<file path="src/rtl/dma_host_programmer.sv">
// dma_host_programmer: expands cfg/readback commands into byte-sequenced 8237 slave-bus accesses
module dma_host_programmer #(
  parameter int STROBE_CYCLES = 2
) (
  input  logic        clk,
  input  logic        rst,
  input  logic        cfg_valid,
  output logic        cfg_ready,
  input  logic [1:0]  cfg_channel,
  input  logic [15:0] cfg_base_addr,
  input  logic [15:0] cfg_word_count,
  input  logic [5:0]  cfg_mode,
  input  logic        cfg_unmask,
  output logic        cfg_done,
  input  logic        rd_valid,
  input  logic [1:0]  rd_channel,
  output logic        rd_data_valid,
  output logic [15:0] rd_data,
  output logic [3:0]  address,
  output logic [7:0]  data_out,
  output logic        data_oe,
  input  logic [7:0]  data_in,
  output logic        CS_N,
  output logic        IOR_N,
  output logic        IOW_N
);
  typedef enum logic [1:0] {IDLE, SETUP, STROBE, HOLD} state_t;
  localparam logic [3:0] LAST_STB = 4'(STROBE_CYCLES - 1);
  state_t state, nextState;
  logic [3:0] stbCnt, regSel;
  logic [2:0] step;
  logic [1:0] ch;
  logic [15:0] baseAddr, wordCount, rdBuf;
  logic [5:0] mode;
  logic [7:0] wrData;
  logic isRd, unmask, accept, lastStep, stbDone, isWrite;
  always_comb begin
    accept = cfg_ready && (cfg_valid || rd_valid);
    lastStep = step == (isRd ? 3'd2 : unmask ? 3'd6 : 3'd5);
    stbDone = stbCnt == LAST_STB;
    // only the byte-pointer clear of a readback is a write
    isWrite = !isRd || step == 3'd0;
    regSel = step == 3'd0 ? 4'hC :
             step <= 3'd2 ? {1'b0, ch, 1'b0} :
             step <= 3'd4 ? {1'b0, ch, 1'b1} :
             step == 3'd5 ? 4'hB : 4'hA;
    wrData = (isRd || step == 3'd0) ? 8'h00 :
             step == 3'd1 ? baseAddr[7:0] :
             step == 3'd2 ? baseAddr[15:8] :
             step == 3'd3 ? wordCount[7:0] :
             step == 3'd4 ? wordCount[15:8] :
             step == 3'd5 ? {mode, ch} : {6'b0, ch};
    nextState = state == IDLE   ? (accept ? SETUP : IDLE) :
                state == SETUP  ? STROBE :
                state == STROBE ? (stbDone ? HOLD : STROBE) :
                (lastStep ? IDLE : SETUP);
    CS_N = state == IDLE;
    data_oe = state != IDLE && isWrite;
    IOW_N = !(state == STROBE && isWrite);
    IOR_N = !(state == STROBE && !isWrite);
    address = state == IDLE ? 4'h0 : regSel;
    data_out = data_oe ? wrData : 8'h00;
  end
  always_ff @(posedge clk or posedge rst) begin
    if (rst) begin
      state <= IDLE;
      stbCnt <= '0;
      step <= '0;
      isRd <= 1'b0;
      unmask <= 1'b0;
      ch <= '0;
      baseAddr <= '0;
      wordCount <= '0;
      mode <= '0;
      rdBuf <= '0;
      rd_data <= '0;
      cfg_ready <= 1'b1;
      cfg_done <= 1'b0;
      rd_data_valid <= 1'b0;
    end else begin
      state <= nextState;
      stbCnt <= (state == STROBE && !stbDone) ? stbCnt + 4'd1 : 4'd0;
      cfg_done <= state == HOLD && lastStep && !isRd;
      rd_data_valid <= state == HOLD && lastStep && isRd;
      if (accept) begin
        cfg_ready <= 1'b0;
        isRd <= !cfg_valid;
        ch <= cfg_valid ? cfg_channel : rd_channel;
        baseAddr <= cfg_base_addr;
        wordCount <= cfg_word_count;
        mode <= cfg_mode;
        unmask <= cfg_unmask;
        step <= '0;
      end else if (cfg_done || rd_data_valid) cfg_ready <= 1'b1;
      if (state == HOLD && !lastStep) step <= step + 3'd1;
      if (state == STROBE && stbDone && isRd && step == 3'd1) rdBuf[7:0] <= data_in;
      if (state == STROBE && stbDone && isRd && step == 3'd2) rdBuf[15:8] <= data_in;
      if (state == HOLD && lastStep && isRd) rd_data <= rdBuf;
    end
  end
endmodule

</file>
<file path="config.mk">
export PLATFORM = sky130hd
export DESIGN_NAME = dma_host_programmer
export DESIGN_NICKNAME = d
export VERILOG_FILES = /design/src/rtl/dma_host_programmer.sv
export SDC_FILE = /design/constraint.sdc
export NUM_CORES = 1
export LEC_CHECK = 0
export ABC_AREA = 1
export BUFFER_PORTS_ARGS = -buffer_cell sky130_fd_sc_hd__buf_4
export CAP_MARGIN = 20
export CORE_MARGIN = 2
export CORE_UTILIZATION = 28
export DETAILED_ROUTE_END_ITERATION = 10
export PLACE_DENSITY = 0.56
export REMOVE_ABC_BUFFERS = 1
export SLEW_MARGIN = 25
export SYNTH_ARGS = -nofsm -noshare
export SYNTH_HDL_FRONTEND = slang
export SYNTH_SLANG_ARGS = --single-unit
</file>
<file path="constraint.sdc">
create_clock -name clk -period 6.62 [get_ports clk]
set_clock_uncertainty 0.05 [all_clocks]
set_input_delay 1.986 -clock clk [delete_from_list [all_inputs] [get_ports clk]]
set_output_delay 1.986 -clock clk [all_outputs]
set_load 0.005 [all_outputs]
</file>
# == Word-level counts from Yosys, hierarchy flattened ==
# Cells that the tools add are included.
# word_totals
register_bits,86
inputBits,55
out_inout_bits,35
wordCells,84
# classes
n_addsub,2
n_lt_le_gt_ge,2
n_eq_ne,10
muxes,26
n_reduce_logical,29
# ops
operator,count
8-bit two-way mux,7
4-bit two-way mux,5
1-bit logical AND,13
2-bit two-way mux,5
3-bit two-way mux,3
1-bit logical NOT,7
"3-bit by 2-bit == test with 1-bit output, second input constant",2
"3-bit == test, second input constant",2
1-bit two-way mux,6
2-bit nonzero test,3
"4-bit by 1-bit adder with 4-bit output, second input constant",1
"2-bit == test, second input constant",2
"4-bit by 1-bit == test with 1-bit output, second input constant",1
1-bit logical OR,4
"3-bit by 1-bit adder with 3-bit output, second input constant",1
"3-bit by 1-bit == test with 1-bit output, second input constant",1
3-bit == test,1
"3-bit by 2-bit less-or-equal comparator with 1-bit output, second input constant",1
"3-bit less-or-equal comparator, second input constant",1
3-bit logical NOT,1
"2-bit by 1-bit == test with 1-bit output, second input constant",1
2-bit logical NOT,1

# == Logic depth before layout (Yosys ltp) ==
# logic_depth
ltp_word,8
depth_mapped,9
mapped_depth_nobuf,9

# == Worst setup path before layout ==
# OpenSTA, ideal clock, no wires.
# synth_timing
kind,reg2out
from,reg step[0]
to,out data_out[5]
t_arrival_ps,1527
required_ps,4584
slack_ps,3057
path_stages_with_launch,9
n_path_buf,1
path_cell_list,dfrtp_1 ha_1 ha_1 inv_1 buf_1 o21ai_0 inv_2 nand2_1 a21oi_2
# synth_between
elab_chain_cells,8
elab_cells_between_ends,16
# synth_lines
item,line_no,source
"start, declared",31,logic [2:0] step;
"start signal, assigned",95,if (state == HOLD && !lastStep) step <= step + 3'd1;
3-bit == test,52,"step == 3'd5 ? {mode, ch} : {6'b0, ch};"
8-bit two-way mux,52,
8-bit two-way mux,51,step == 3'd4 ? wordCount[15:8] :
8-bit two-way mux,50,step == 3'd3 ? wordCount[7:0] :
8-bit two-way mux,49,step == 3'd2 ? baseAddr[15:8] :
8-bit two-way mux,48,step == 3'd1 ? baseAddr[7:0] :
8-bit two-way mux,47,wrData = (isRd || step == 3'd0) ? 8'h00 :
8-bit two-way mux (*),62,data_out = data_oe ? wrData : 8'h00;
"end, declared",20,"output logic [7:0] data_out,"
# Mark *: on every way between the ends. The rest lies on a longest branch, timed or not.

# == Final worst setup path ==
# layout_timing
from,reg step[0]
to,out address[0]
# layout_between
elab_chain_cells,6
elab_cells_between_ends,9
# layout_lines
item,line_no,source
"parallel branches: the longest is 4 deep, another holds 3-bit less-or-equal comparator",-,
4-bit two-way mux (*),43,regSel = step == 3'd0 ? 4'hC :
4-bit two-way mux (*),61,address = state == IDLE ? 4'h0 : regSel;
"end, declared",19,"output logic [3:0] address,"
# Every way passes the cells marked *.

==> results.yml <==
global_routing:
  grt_usage_pct: 13.40
  grt_pass1_wl_um: 16720
  antenna_found_initial: 0
  grt_overflow: 0
  grt_pass1_vias: 3258
  grt_max_degree: 56
clock_network:
  clock_latency_ns: 0.35
  clockBufferDepth: 2
  htree_levels: 3
  cts_setup_buffers: 0
  ctsHoldBuffers: 0
  cts_tree: "built"
  cts-buffers-inserted: 9
  cts_root_buffer: "clkbuf_16"
  cts-resized-gates: 0
  cts.sinks: 86
  path_clk_slew_ns: 0.07
synthesis:
  ys.flop_type: "dfrtp_1"
  synth_seq_area_share_pct: 51.99
  syn_inst: 490
  synth.distinct_cells: 32
  yosys_warnings: 0
  synth_common_cells: "nand2_1, dfrtp_1, inv_1"
  async_reset_ff_share_pct: 100.0
  synth-seq-cells: 86
  syn_area_per_cell_um2: 8.452
  netlist_area_um2: 4141
  netlist.area_leader.share_pct: 51.36
  synthTopCellsByArea: "dfrtp_1, nand2_1, o21ai_1"
  synth.most_common_cell: "nand2_1"
  post-synth-top-area-cell: "dfrtp_1"
  synth_edf_count: 0
hold_path:
  hold_class: "reg -> reg"
power:
  irDropWorstVdd_mv: 0.1522
  p_per_area_nw_per_um2: 435.9
  p_leak_uw: 0.002770
floorplanning:
  fp.coreArea_um2: 14480
  start_util_pct: 28.60
  pin_count: 90
  row_count: 44
  dieArea_um2: 15780
  die_y_um: 125.6
  die_width_um: 125.6
timing:
  post-route-min-period_ns: 4.378
  drv_slew: 0
  clock.fmax_mhz: 228.4
  hold_viol_final: 0
  whs_ns: 0.4275
  finalSetupViolCount: 0
  finalCritPeriodShare_pct: 66.14
  rsz0062_at_grt: "no"
  max_slew.worst_pin.slew_ns: 0.8951
  slew_headroom_pct: 40.24
  tns_ns: 0
routing:
  met3_length_um: 602
  firstDrtPassIters: 6
  wire_per_inst_um: 13.19
  met1Wirelength_um: 4621
  via_per_inst: 4.404
  wl_met2_um: 4618
  totalWireLength_um: 10060
  ant_nets: 0
  drc: 0
  drtIter0Drc: 182
  highest_layer: "met4"
  via_count: 3360
final_layout:
  drive_gt1_share_pct: 25.22
  filler_cell_count: 1541
  final_nets: 640
  diodes: 0
  area_growth_pct: 26.13
critical_path:
  cp_slowest_stage_delay_ns: 0.51
  crit_type: "reg -> out"
  cp-end-kind: "output pin"
  required_ns: 4.58
  crit_arrival_ns: 2.34
  path_cells: "inv_2, ha_1, nand2_2, o21ai_0, a2111oi_0, buf_4"
  cp_max_fo: 15
  slowest_stage: "a2111oi_0"
  worstSetupStartpointType: "register"
outcome:
  status: "completed"
place:
  routabilityCongestion: 0.8111
  dp_hpwl_um: 7101
  port_buffers: 89
job:
  maxCapViolCount: 0
cell families (layout without fill, tap and decap cells):
| kind of cell | Yosys count | count (layout) | share of synthesized area (%) |
|---|---|---|---|
| XOR/XNOR | 2 | 2 | 0.4230 |
| adder cells (fa/ha/maj) | 11 | 11 | 3.323 |
| AND/OR/NAND/NOR | 217 | 217 | 22.93 |
| flip-flops | 86 | 86 | 51.99 |
| AO/OA/AOI/OAI | 86 | 86 | 12.18 |
| buffers and inverters | 88 | 177 | 9.154 |
registers in the layout, summed over array words and instances (netlist names):
name / flops
cfg_ready: 1
rdBuf: 16
baseAddr: 16
wordCount: 16
rd_data_valid: 1
unmask: 1
ch: 2
mode: 6
rd_data: 16
isRd: 1
cfg_done: 1
step: 3
state: 2
stbCnt: 4
critical path, delay by kind of cell (launching register included):
| kind | cells | cell delay [ns] |
|---|---|---|
| and+or+nand+nor | 1 | 0.27 |
| DFF | 1 | 0.46 |
| buffers and inverters | 2 | 0.34 |
| AOI/OAI and AO/OA | 2 | 0.64 |
| adders and majority gates | 1 | 0.30 |
placed cells by master (no fill, tap or decap):
master	n
nand2_1	167
buf_4	91
dfrtp_1	85
inv_1	56
o21ai_1	46
nand3_1	21
nor2_1	14
o21ai_0	14
ha_1	11
inv_2	10
o21ai_2	10
clkbuf_16	9
a21oi_2	6
a21oi_1	5
clkinvlp_4	4
nand4_4	3
inv_6	3
nor2_2	2
nand2_2	2
xnor2_1	2
clkinv_1	2
nand4_1	2
nor3_1	2
o211ai_1	2
inv_4	1
nand3_4	1
or2_4	1
nor2_8	1
o21bai_1	1
a211oi_1	1
nor3b_1	1
a2111oi_0	1
clkinv_2	1
dfstp_2	1
power by group:
group | total (µW) | internal, µW | switching, µW
clock network | 487 | 258 | 228
registers | 909 | 760 | 149
logic | 882 | 382 | 499
total | 2280 | 1400 | 877
final cells by class:
class                      instances  area [µm²]  share of cell area, %
multi-input combinational        316        1609                  30.80
clock inverter                     7       56.30                  1.078
timing repair buffer              91       683.2                  13.08
tap                              184       230.2                  4.407
clock buffer                       9       225.2                  4.311
sequential                        86        2153                  41.22
inverter                          70       266.5                  5.102
through the flow:
stage	instance area [µm²]	power [µW]	util [%]	setup WS [ns]	std cells
global placement	4942	1781	34.13	2.755	747
floorplan	4028	1454	-	2.364	472
global route	5224	2476	36.08	2.032	763
finish	5224	2277	36.08	2.242	763
CTS	5224	2310	36.08	2.240	763
detailed placement	4942	1811	34.13	2.633	747
worst paths after layout:
path	start	to	slack [ns]	depth (start not counted)
setup reg to reg	cfg_ready	ch[1]	4.52	5
min in group asynchronous	rst	baseAddr[4]	1.69	2
max in group asynchronous	rst	cfg_ready	3.78	3
hold reg to reg	wordCount[4]	wordCount[4]	0.43	2
hold / removal	wordCount[4]	wordCount[4]	0.43	2
setup / recovery	step[0]	address[0]	2.24	6
layer usage:
layer / track usage [%] / up-vias
met2: 19.65 / 77
met1: 18.60 / 1566
met4: 5.752 / 0
li1: - / 1702
met5: 0 / -
met3: 3.696 / 15
No activity file was read; power rests on OpenSTA's default activity.
